### config.mk
export PLATFORM = sky130hd
export DESIGN_NAME = nmi_rr_arbiter
export DESIGN_NICKNAME = d
export VERILOG_FILES = /design/src/rtl/nmi_arb_pkg.sv /design/src/rtl/nmi_rr_pick.sv /design/src/rtl/nmi_rr_arbiter.sv
export SDC_FILE = /design/constraint.sdc
export NUM_CORES = 1
export LEC_CHECK = 0
export BUFFER_PORTS_ARGS = -buffer_cell sky130_fd_sc_hd__buf_2
export CORE_AREA = 5 5 117 119
export CTS_BUF_LIST = sky130_fd_sc_hd__clkbuf_8
export CTS_CLUSTER_DIAMETER = 100
export DETAILED_ROUTE_END_ITERATION = 10
export DIE_AREA = 0 0 122 124
export GPL_TIMING_DRIVEN = 0
export SLEW_MARGIN = 25
export SYNTH_ARGS = -nofsm -noshare
export SYNTH_HDL_FRONTEND = slang
export SYNTH_SLANG_ARGS = --single-unit
### constraint.sdc
create_clock -name clk_i -period 2.5 [get_ports clk_i]
set_input_delay 0.125 -clock clk_i [delete_from_list [all_inputs] [get_ports clk_i]]
set_output_delay 0.125 -clock clk_i [all_outputs]
set_load 0.1 [all_outputs]
### src/rtl/nmi_arb_pkg.sv
// Shared types and defaults for the NMI round-robin arbiter.
package nmi_arb_pkg;

  typedef enum logic [1:0] {
    ARB_IDLE,
    ARB_GRANT,
    ARB_ABORT
  } arb_state_e;

  localparam logic [31:0] ARB_ERR_DATA_DEF = 32'hDEAD_BEEF;
  localparam int          ARB_TIMEOUT_DEF  = 1024;

endpackage

### src/rtl/nmi_rr_pick.sv
// Rotated priority encoder: first asserted request at or after i_ptr, wrapping modulo N.
// Purely combinational, no backpressure of its own.
module nmi_rr_pick
  import nmi_arb_pkg::*;
#(
  parameter  int N  = 2,
  localparam int IW = $clog2(N)
) (
  input  logic [N-1:0]  i_req,
  input  logic [IW-1:0] i_ptr,
  output logic          o_vld,
  output logic [IW-1:0] o_idx
);

  // Scan from the farthest offset down so the nearest requester is written last and wins.
  always_comb begin
    o_vld = 1'b0;
    o_idx = '0;
    for (int k = N - 1; k >= 0; k--) begin
      if (i_req[(int'(i_ptr) + k) % N]) begin
        o_vld = 1'b1;
        o_idx = IW'((int'(i_ptr) + k) % N);
      end
    end
  end

endmodule

### src/rtl/nmi_rr_arbiter.sv
// N-master round-robin NMI arbiter: one arbitration cycle, grant held until ready, valid drop or watchdog abort.
// Non-granted masters see ready=0 until their turn; a stuck slave is cut off after TIMEOUT_CYC cycles.
module nmi_rr_arbiter
  import nmi_arb_pkg::*;
#(
  parameter  int                N_MSTR      = 2,
  parameter  int                ADDR_W      = 32,
  parameter  int                DATA_W      = 32,
  parameter  int                TIMEOUT_CYC = ARB_TIMEOUT_DEF,
  parameter  logic [DATA_W-1:0] ERR_DATA    = DATA_W'(ARB_ERR_DATA_DEF),
  localparam int                STRB_W      = DATA_W / 8,
  localparam int                IDX_W       = $clog2(N_MSTR)
) (
  input  logic                       clk_i,
  input  logic                       rst_i,
  input  logic [N_MSTR-1:0]          m_valid_i,
  input  logic [N_MSTR*ADDR_W-1:0]   m_addr_i,
  input  logic [N_MSTR*DATA_W-1:0]   m_wdata_i,
  input  logic [N_MSTR*STRB_W-1:0]   m_wstrb_i,
  output logic [N_MSTR-1:0]          m_ready_o,
  output logic [N_MSTR*DATA_W-1:0]   m_rdata_o,
  output logic                       s_valid_o,
  output logic [ADDR_W-1:0]          s_addr_o,
  output logic [DATA_W-1:0]          s_wdata_o,
  output logic [STRB_W-1:0]          s_wstrb_o,
  input  logic                       s_ready_i,
  input  logic [DATA_W-1:0]          s_rdata_i,
  output logic [IDX_W-1:0]           gnt_id_o,
  output logic                       tmo_o,
  output logic [IDX_W-1:0]           tmo_id_o,
  input  logic                       tmo_clr_i
);

  localparam bit             WD_EN    = (TIMEOUT_CYC != 0);
  localparam int             CNT_W    = WD_EN ? $clog2(TIMEOUT_CYC + 1) : 1;
  localparam logic [CNT_W-1:0] CNT_LAST = CNT_W'(TIMEOUT_CYC - 1);
  localparam logic [CNT_W-1:0] CNT_MAX  = '1;

  arb_state_e       r_state;
  logic [IDX_W-1:0] r_rr_ptr;
  logic [IDX_W-1:0] r_gnt_id;
  logic [CNT_W-1:0] r_cnt;
  logic             r_tmo;
  logic [IDX_W-1:0] r_tmo_id;

  logic             w_pick_vld;
  logic [IDX_W-1:0] w_pick_idx;
  logic             w_gnt_vld;
  logic             w_done;
  logic             w_drop;
  logic             w_expire;
  logic [IDX_W-1:0] w_nxt_ptr;

  nmi_rr_pick #(.N(N_MSTR)) u_pick (
    .i_req (m_valid_i),
    .i_ptr (r_rr_ptr),
    .o_vld (w_pick_vld),
    .o_idx (w_pick_idx)
  );

  assign w_gnt_vld = m_valid_i[r_gnt_id];
  assign w_done    = w_gnt_vld && s_ready_i;
  assign w_drop    = !w_gnt_vld;
  assign w_expire  = WD_EN && (r_cnt == CNT_LAST) && !s_ready_i;
  assign w_nxt_ptr = (r_gnt_id == IDX_W'(N_MSTR - 1)) ? '0 : r_gnt_id + IDX_W'(1);

  always_comb begin
    s_valid_o = 1'b0;
    s_addr_o  = '0;
    s_wdata_o = '0;
    s_wstrb_o = '0;
    m_ready_o = '0;
    m_rdata_o = '0;
    case (r_state)
      ARB_GRANT: begin
        s_valid_o = w_gnt_vld;
        s_addr_o  = m_addr_i[r_gnt_id*ADDR_W +: ADDR_W];
        s_wdata_o = m_wdata_i[r_gnt_id*DATA_W +: DATA_W];
        s_wstrb_o = m_wstrb_i[r_gnt_id*STRB_W +: STRB_W];
        // A ready seen after the master withdrew must not be reported as a completion.
        m_ready_o[r_gnt_id] = s_ready_i && w_gnt_vld;
        m_rdata_o[r_gnt_id*DATA_W +: DATA_W] = s_rdata_i;
      end
      ARB_ABORT: begin
        m_ready_o[r_gnt_id] = 1'b1;
        m_rdata_o[r_gnt_id*DATA_W +: DATA_W] = ERR_DATA;
      end
      default: ;
    endcase
  end

  always_ff @(posedge clk_i) begin
    if (rst_i) begin
      r_state  <= ARB_IDLE;
      r_rr_ptr <= '0;
      r_gnt_id <= '0;
      r_cnt    <= '0;
      r_tmo    <= 1'b0;
      r_tmo_id <= '0;
    end else begin
      if (tmo_clr_i) r_tmo <= 1'b0;
      case (r_state)
        ARB_IDLE: begin
          if (w_pick_vld) begin
            r_gnt_id <= w_pick_idx;
            r_state  <= ARB_GRANT;
          end
        end
        ARB_GRANT: begin
          if (w_done || w_drop) begin
            r_state  <= ARB_IDLE;
            r_rr_ptr <= w_nxt_ptr;
            r_cnt    <= '0;
          end else if (w_expire) begin
            r_state <= ARB_ABORT;
            r_cnt   <= '0;
          end else if (r_cnt != CNT_MAX) begin
            r_cnt <= r_cnt + CNT_W'(1);
          end
        end
        ARB_ABORT: begin
          // Written after the clear so a coincident timeout keeps the flag set.
          r_tmo    <= 1'b1;
          r_tmo_id <= r_gnt_id;
          r_state  <= ARB_IDLE;
          r_rr_ptr <= w_nxt_ptr;
        end
        default: r_state <= ARB_IDLE;
      endcase
    end
  end

  assign gnt_id_o = r_gnt_id;
  assign tmo_o    = r_tmo;
  assign tmo_id_o = r_tmo_id;

endmodule

Word-level counts from Yosys, hierarchy flattened
Index checks and enable logic that the tools add are counted.
- reduce and logical (&&, ||, !) cells: 14
- bitwise logic cells: 4
- eq/ne operators: 7
- shift operators: 6
- order comparisons: 4
- add/subtract/negate cells: 4
- muxes and demuxes: 31
- operator list (operator ; number):
    64-bit AND ; 2
    64-bit case mux with 2 select lines ; 1
    64-bit by 7-bit variable part select with 32-bit output ; 2
    32-bit 2-to-1 mux ; 2
    32-bit by 34-bit variable shift with 64-bit output, first input constant ; 1
    32-bit by 34-bit variable part select with 64-bit output ; 1
    32-bit by 34-bit variable part select with 64-bit output, first input constant ; 1
    6-bit negation with 34-bit output ; 1
    11-bit 2-to-1 mux ; 3
    1-bit 2-to-1 mux ; 17
    11-bit by 1-bit adder with 11-bit output, second input constant ; 1
    11-bit by 10-bit equality test with 1-bit output, second input constant ; 1
    11-bit inequality test, second input constant ; 1
    2-bit case mux with 2 select lines ; 2
    2-bit AND reduction ; 4
    8-bit by 4-bit variable part select with 4-bit output ; 1
    2-bit 2-to-1 mux ; 3
    1-bit by 2-bit less-than comparator with 1-bit output, second input constant ; 2
    4-bit 2-to-1 mux ; 1
    2-bit nonzero test ; 2
    1-bit logical AND ; 3
    2-bit by 3-bit less-than comparator with 1-bit output, second input constant ; 1
    3-bit inequality test, second input constant ; 1
    3-bit nonzero test ; 1
    other kinds (13) ; 15
- flip-flop bits (word level): 17
- word-level logic and storage cells: 76
- output and inout port bits: 138

Logic depth before layout (Yosys ltp)
Gate-level depths: netlist (run 1).
- word-level depth: 9
- gate-level depth with buffers: 6

Hierarchy
A second synthesis (run 1) with hierarchy kept.
- cells, all modules: 375
- area, all modules: 2443.6 um^2
- modules (own cells, without submodules) (module ; area an instance (um^2) ; seq. area each (um^2) ; times used ; cells each):
    nmi_rr_arbiter ; 2426.1 ; 340.3 ; 1 ; 372
    nmi_rr_pick ; 17.5 ; 0.0 ; 1 ; 3

Worst setup path before layout (run 1)
OpenSTA, ideal clock, no wires.
- path type: flip-flop to output port
- start: register r_gnt_id (netlist: gnt_id_o)
- end: output m_ready_o[0]
- slack: -1.878 ns
- data arrival time: 4.253 ns
- buffers on the path: 0
- cell stages (with the launch flop): 5
- cells stage by stage: dfxtp_1 -> mux2i_2 -> nor2b_1 -> a21oi_1 -> nor2_1
- word-level cells in the longest chain between the ends: 6
- elaborated cells on any way between the ends: 10
- ends and longest elaborated chain (item ; line ; source):
    from (decl) ; nmi_rr_arbiter.sv:41 ; logic [IDX_W-1:0] r_gnt_id;
    from (signal assigned) ; nmi_rr_arbiter.sv:105 ; r_gnt_id <= w_pick_idx;
    1-bit by 2-bit less-than comparator with 1-bit output (not written as such) / 1-bit greater-or-equal comparator (equally long branches) ; nmi_rr_arbiter.sv:81, nmi_rr_arbiter.sv:85 ;
    1-bit logical AND ; nmi_rr_arbiter.sv:81, nmi_rr_arbiter.sv:85 ;
    1-bit 2-to-1 mux (not written as such) ; nmi_rr_arbiter.sv:81, nmi_rr_arbiter.sv:85 ;
    1-bit demux with 1-bit select ; nmi_rr_arbiter.sv:81, nmi_rr_arbiter.sv:85 ;
    2-bit AND (no source line) ; -- ;
    2-bit case mux with 2 select lines * ; nmi_rr_arbiter.sv:74 ; case (r_state)
    to (decl) ; nmi_rr_arbiter.sv:20 ; output logic [N_MSTR-1:0] m_ready_o,
Mark *: on every way between the ends. The rest lies on a longest branch, timed or not. The select of a mux whose other input is x is not followed.

Worst setup path after layout (run 1)
- start: register r_state[0]
- end: output m_rdata_o[45]
- word-level cells in the longest chain between the ends: 2
- elaborated cells on any way between the ends: 3
- ends and longest elaborated chain (item ; line ; source):
    from (decl) ; nmi_rr_arbiter.sv:39 ; arb_state_e r_state;
    from (signal assigned) ; nmi_rr_arbiter.sv:94 ; r_state <= ARB_IDLE;
    from (signal assigned) ; nmi_rr_arbiter.sv:106 ; r_state <= ARB_GRANT;
    from (signal assigned) ; nmi_rr_arbiter.sv:111 ; r_state <= ARB_IDLE;
    2-bit equality test / 2-bit by 1-bit equality test with 1-bit output (equally long branches) ; nmi_rr_arbiter.sv:74 ;
    64-bit case mux with 2 select lines * ; nmi_rr_arbiter.sv:74 ;
    to (decl) ; nmi_rr_arbiter.sv:21 ; output logic [N_MSTR*DATA_W-1:0] m_rdata_o,
Mark *: on every way between the ends. The rest lies on a longest branch, timed or not.

==> run_results.csv, run 1 <==
group,metric,value,unit
outcome,outcome,"completed",
timing,period_minus_slack,2.33,ns
critical_path,worstPathMaxFanout,10,
layout,syn_to_final_growth,85.6,%
critical_path,worst_setup_path_start_kind,"register",
global_routing,grtUsageMet3,3.36,%
power_and_ir_drop,combPwrFrac,82.6,%
placement,place_ws,-0.0338,ns
power_and_ir_drop,power.density,603,mW/mm2
timing,finClkSkew,0.00245,ns
synthesis,yosysSeqAreaShare,13.1,%
layout,multi_input_area,0.00237,mm2
critical_path,timing.rr.start,"r_cnt[0]",
power_and_ir_drop,seq_power_share,10.1,%
global_routing,antenna_found_initial,1,
timing,relSlewSlack,51.7,%
critical_path,reg2regPathDepth,6,
floorplan,die_area,0.0151,mm2
layout,final_nets,870,
critical_path,crit_arrival,2.20,ns
synthesis,syn_avg_cell_area,6.85,um2
timing,tightest_slew,0.710,ns
clock_network,path_clk_slew,0.07,ns
global_routing,grt.met1_usage,18.0,%
timing,drv_slew,0,
synthesis,async_reset_ff_share,0,%
floorplan,initial_core_util,20.8,%
critical_path,required,2.38,ns
timing,rsz0062_at_grt,"yes",
clock_network,numCtsBuffers,3,
timing,setup_viol,0,
timing,finalHoldViolCount,0,
floorplan,die_w,122,um
global_routing,grt_pass1_wl,18.2,mm
timing,setup-tns-final,0,ns
route,firstDrtPassIters,4,
layout,n_fill_cell,1353,
synthesis,netlist_area,0.00259,mm2
route,routed_wl,12.5,mm
global_routing,grt_max_degree,13,
floorplan,num_io_pins,312,
route,vias,3705,
synthesis,synth_seq_cells,17,
power_and_ir_drop,leakagePower,2.41,nW
power_and_ir_drop,p_sw_share,68.6,%
synthesis,ys.warnings.count,0,
critical_path,crit_type,"register to primary output",
placement,hpwl,11.0,mm
synthesis,synth.distinct_cells,41,
route,drt-vias-per-instance,4.29,
clock_network,htreeDepth,1,
clock_network,clockBufferDepth,2,
synthesis,synth_top_flop_cell,"dfxtp_1",
critical_path,startpoint,"r_state[0]",
clock_network,clockRootBuffer,"clkbuf_8",
synthesis,synth_enable_flop_cells,0,
timing,post-route-period-util,93.2,%
global_routing,met2_usage,26.9,%
worst_hold_path,hp-class,"primary input to register",
power_and_ir_drop,ir_worst_vdd,338,uV
power_and_ir_drop,p_int,0.000910,W
floorplan,fp.dieH,124,um
clock_network,post-cts-setup-buffers,0,
timing,fin_ws,0.170,ns
critical_path,r2r_slack,0.47,ns
floorplan,core,0.0125,mm2
critical_path,reg2reg_to,"r_state[0]",
critical_path,worstSetupEndpoint,"m_rdata_o[45]",
global_routing,grt_pass1_vias,3539,
placement,portBuffers,310,
power_and_ir_drop,clkPwrFrac,7.3,%
clock_network,clk_latency,0.25,ns
power_and_ir_drop,switching_power,0.00199,W
global_routing,track_usage,14.9,%
placement,gp_congestion,0.830,
critical_path,cp-end-kind,"primary output",
route,routedWlPerCell,14.5,um
layout,drive_gt1_share,62.8,%
power_and_ir_drop,p_total,0.00290,W
flow_run,cap_violations,0,
clock_network,clkSinkCount,17,
clock_network,cts_tree,"yes",
floorplan,fp-row-count,41,
route,drt_iter0_markers,167,
timing,max_freq,429,MHz
global_routing,busiest_layer,"met2",
route,drcViolationCount,0,
synthesis,syn_inst,378,
global_routing,grt-ovfl-total,0,
synthesis,synth_nets,556,
layout,seq_area,342,um2
route,ant_nets,0,
cell usage in the layout, fill, tap and decap left out, types with 2 or more instances in the layout:
cell / n
or4_1: 2
clkbuf_1: 17
nor3_1: 3
clkbuf_2: 6
ha_1: 4
nand3_1: 8
buf_2: 265
dfxtp_1: 16
nor2_2: 31
and3_1: 3
nor2_1: 67
a32oi_1: 2
mux2i_1: 69
o21ai_0: 2
inv_1: 4
a31oi_1: 4
nand2b_1: 11
clkbuf_4: 51
o21ai_1: 2
nand2_1: 6
nand3b_1: 5
nand4_1: 4
clkbuf_8: 3
nor2b_2: 68
a21oi_1: 10
or3_1: 3
stage by stage:
| step | hold WS, ns | utilization, % | instance area, um2 | std cells |
|---|---|---|---|---|
| floorplan | 0.297 | - | 2850 | 378 |
| global route | 0.200 | 38.6 | 4810 | 864 |
| finish | 0.170 | 38.6 | 4810 | 864 |
| detailed placement | 0.427 | 37.1 | 4620 | 860 |
| global placement | 0.428 | 37.1 | 4620 | 860 |
| CTS | 0.167 | 37.5 | 4670 | 863 |
repair_timing:
| item | CTS | global route |
|---|---|---|
| resized for setup | 3 | 61 |
| endpoints found under the setup margin | 102 | 95 |
| cloned | 0 | 0 |
| hold buffers | 0 | 0 |
| pin swaps | 0 | 0 |
layout make-up:
class / count / area share [%]
multi-input cells: 325 / 49.3
repair buffers: 310 / 35.0
flip-flops and latches: 17 / 7.11
well taps: 172 / 4.48
plain buffers: 31 / 2.76
clock buffers: 3 / 0.859
inverters: 4 / 0.312
clock inverters: 1 / 0.156
diodes: 1 / 0.0521
cell families after synthesis:
logic type / synth area share [%]
AOI/OAI and AO/OA: 8.31
and+or+nand+nor: 43.9
buffers and inverters: 5.51
DFF: 13.1
muxes: 27.2
adders and majority gates: 1.93
power by group through the flow:
stage,Clock (W),Sequential (W),Combinational (W)
global route,0.000233,0.000294,0.00249
global placement,0,0.000293,0.00237
finish,0.000212,0.000292,0.00240
CTS,0.000218,0.000293,0.00237
floorplan,0,0.000310,0.00192
detailed placement,0,0.000293,0.00238
Yosys cell counts, types with 3 or more instances:
cell,number,area (um2)
nand3_1,8,40.0
nand2b_1,11,68.8
mux2i_1,69,691
nor2_1,99,372
nand3b_1,5,37.5
a31oi_1,4,25.0
nand2_1,6,22.5
clkbuf_1,24,90.1
nor2b_1,70,438
dfxtp_1,17,340
nor3_1,3,15.0
ha_1,4,50.1
buf_2,6,30.0
nand4_1,4,25.0
and3_1,3,18.8
a21oi_1,10,50.1
inv_1,4,15.0
or3_1,3,18.8
routing by layer:
layer	wire [um]	share of wire [%]
met3	1060	8.5
met1	4840	39
met4	280	2.2
met2	6320	51
met5	0	0
critical path: stages (launching register included):
cell      delay [ns]
dfxtp_1         0.31
inv_1           0.11
ha_1            0.15
clkbuf_1        0.27
clkbuf_1        0.39
nor2_1          0.14
nor2_1          0.12
buf_2           0.44
worst min-delay path by stage:
stage,start,to,slack [ns],cells past startpoint
floorplan,m_valid_i[1],gnt_id_o,0.30,2
global placement,tmo_clr_i,tmo_o,0.43,4
detailed placement,tmo_clr_i,tmo_o,0.43,4
CTS,tmo_clr_i,tmo_o,0.17,4
global route,rst_i,r_cnt[9],0.20,3
finish,tmo_clr_i,tmo_o,0.17,4
state kept, by name, summed over array words and instances, names as in the netlist:
name / cells
r_cnt: 11
r_state: 2
gnt_id_o: 1
r_rr_ptr: 1
tmo_id_o: 1
tmo_o: 1
Power figures use the tool's default switching activity.
==> inputs of run 2 (changes only) <==
Settings changed: PLACE_DENSITY set to 0.64.
==> run 2 against run 1 <==
Net effect:
- non-clock buffer count shrank 1
- die area unchanged
- first-iteration DRC count is 56% lower
- worst hold slack gained 0.0031 ns
- total power increased by 0.20%
- clock skew increased by 0.0055 ns
==> run_results.csv, run 2 (same netlist as run 1, synthesis figures left out) <==
group,metric,value,unit
layout,final_nets,869,
critical_path,cp-end-kind,"primary output",
clock_network,clk_latency,0.26,ns
clock_network,clkSinkCount,17,
route,vias,3770,
route,drt_iter0_markers,73,
global_routing,grt_max_degree,13,
layout,fin_area,0.00476,mm2
layout,syn_to_final_growth,83.8,%
critical_path,required,2.38,ns
route,routed_wl,13.4,mm
timing,finClkSkew,0.00795,ns
critical_path,crit_arrival,2.17,ns
power_and_ir_drop,clkPwrFrac,7.5,%
timing,drv_slew,0,
clock_network,clockRootBuffer,"clkbuf_8",
route,drt-vias-per-instance,4.37,
flow_run,cap_violations,0,
layout,antenna_cells,0,
timing,finalHoldViolCount,0,
clock_network,htreeDepth,1,
clock_network,post-cts-setup-buffers,0,
route,drcViolationCount,0,
power_and_ir_drop,ir_worst_vdd,211,uV
layout,drive_gt1_share,63.2,%
layout,final_cell_mix,"buf_2, mux2i_1, nor2b_2, nor2_1, nor2_2",
timing,relSlewSlack,57.6,%
worst_hold_path,hp-class,"primary input to register",
floorplan,num_io_pins,312,
clock_network,postCtsHoldBufs,0,
layout,largestRegisters,"r_cnt (11), r_state (2)",
power_and_ir_drop,combPwrFrac,82.4,%
timing,tightest_slew,0.635,ns
route,routedWlPerCell,15.5,um
floorplan,fp.dieH,124,um
global_routing,grt-ovfl-total,0,
critical_path,worst_setup_path_start_kind,"register",
global_routing,grt_pass1_wl,18.8,mm
timing,period_minus_slack,2.30,ns
timing,rsz0062_at_grt,"no",
route,ant_nets,0,
power_and_ir_drop,p_sw_share,69.1,%
clock_network,cts_resized,10,
power_and_ir_drop,p_total,0.00291,W
placement,hpwl,11.6,mm
critical_path,slowest_stage,"buf_2",
critical_path,cp_cell_sequence,"inv_1 > ha_1 > nand2_1 > clkbuf_1 > nor2_1 > buf_2",
layout,n_fill_cell,1389,
layout,final_common_cell,"buf_2",
clock_network,numCtsBuffers,3,
layout,post_layout_nonfiller_instances,862,
floorplan,initial_core_util,20.8,%
placement,portBuffers,310,
power_and_ir_drop,seq_power_share,10.1,%
placement,gp_congestion,0.795,
layout,largest_reg_flops,11,
floorplan,core,0.0125,mm2
power_and_ir_drop,switching_power,0.00201,W
floorplan,die_w,122,um
timing,holdWs,0.173,ns
critical_path,crit_type,"register to primary output",
global_routing,antenna_found_initial,0,
placement,placed_area,0.00462,mm2
route,firstDrtPassIters,4,
floorplan,fp-row-count,41,
power_and_ir_drop,power.density,611,mW/mm2
clock_network,cts_tree,"yes",
placement,dp.cells,860,
clock_network,path_clk_slew,0.08,ns
power_and_ir_drop,leakagePower,2.42,nW
timing,post-route-period-util,92.0,%
critical_path,worstPathMaxFanout,10,
critical_path,slowest_delay,0.46,ns
timing,setup_viol,0,
timing,max_freq,435,MHz
layout,seq_area,342,um2
layout,multi_input_area,0.00238,mm2
power_and_ir_drop,p_int,0.000899,W
global_routing,track_usage,15.6,%
global_routing,grt_pass1_vias,3637,
outcome,outcome,"completed",
clock_network,clockBufferDepth,2,
floorplan,die_area,0.0151,mm2
layout,regMostFlops,"r_cnt",
[run 2: cell types whose count changed in the layout (fill, tap and decap cells not counted), sizes merged]
cell / change
buf: +26
diode: -1
clkbuf: -27
[run 2: final cells by class]
type	count	area share [%]
Inverter	4	0.315
Buffer	30	2.81
Timing Repair Buffer	310	34.2
Clock buffer	3	0.868
Sequential cell	17	7.18
Tap cell	172	4.52
Clock inverter	1	0.158
Multi-Input combinational cell	325	50.0
[run 2: per-layer routing]
layer	up-vias	part of all wire, %	global-route usage [%]
li1	1898	-	-
met1	1647	35	17.0
met2	217	54	31.0
met3	8	9.9	3.04
met4	0	1.2	3.50
met5	-	0	0
[run 2: power groups by stage]
stage | Combinational [W] | Clock [W] | Sequential, W
final | 0.00239 | 0.000219 | 0.000293
after global routing | 0.00250 | 0.000238 | 0.000296
after CTS | 0.00239 | 0.000225 | 0.000294
after detailed placement | 0.00239 | 0 | 0.000293
after global placement | 0.00238 | 0 | 0.000292
after floorplan | 0.00192 | 0 | 0.000310
[run 2: worst max-delay path: cells and delay by family (launching register included)]
kind                     cells  cell delay, ns
buffers and inverters        3            0.84
AND/OR/NAND/NOR              2            0.40
flip-flops                   1            0.34
adder cells (fa/ha/maj)      1            0.33
[run 2: through the flow]
stage | setup TNS, ns | worst slack (ns) | util [%]
floorplan | -8.31 | -0.267 | -
global placement | -1.02 | -0.173 | 37.1
detailed placement | -1.02 | -0.171 | 37.1
CTS | 0 | 0.0145 | 37.6
global route | 0 | 0.0000351 | 38.2
finish | 0 | 0.200 | 38.2
[run 2: worst paths after layout]
check             start            end  slack [ns]  depth (start not counted)
max          r_state[0]  m_rdata_o[49]        0.20                          6
min reg2reg    r_rr_ptr       r_rr_ptr        0.49                          2
max reg2reg    r_cnt[0]     r_state[0]        0.48                          6
min           tmo_clr_i          tmo_o        0.17                          4
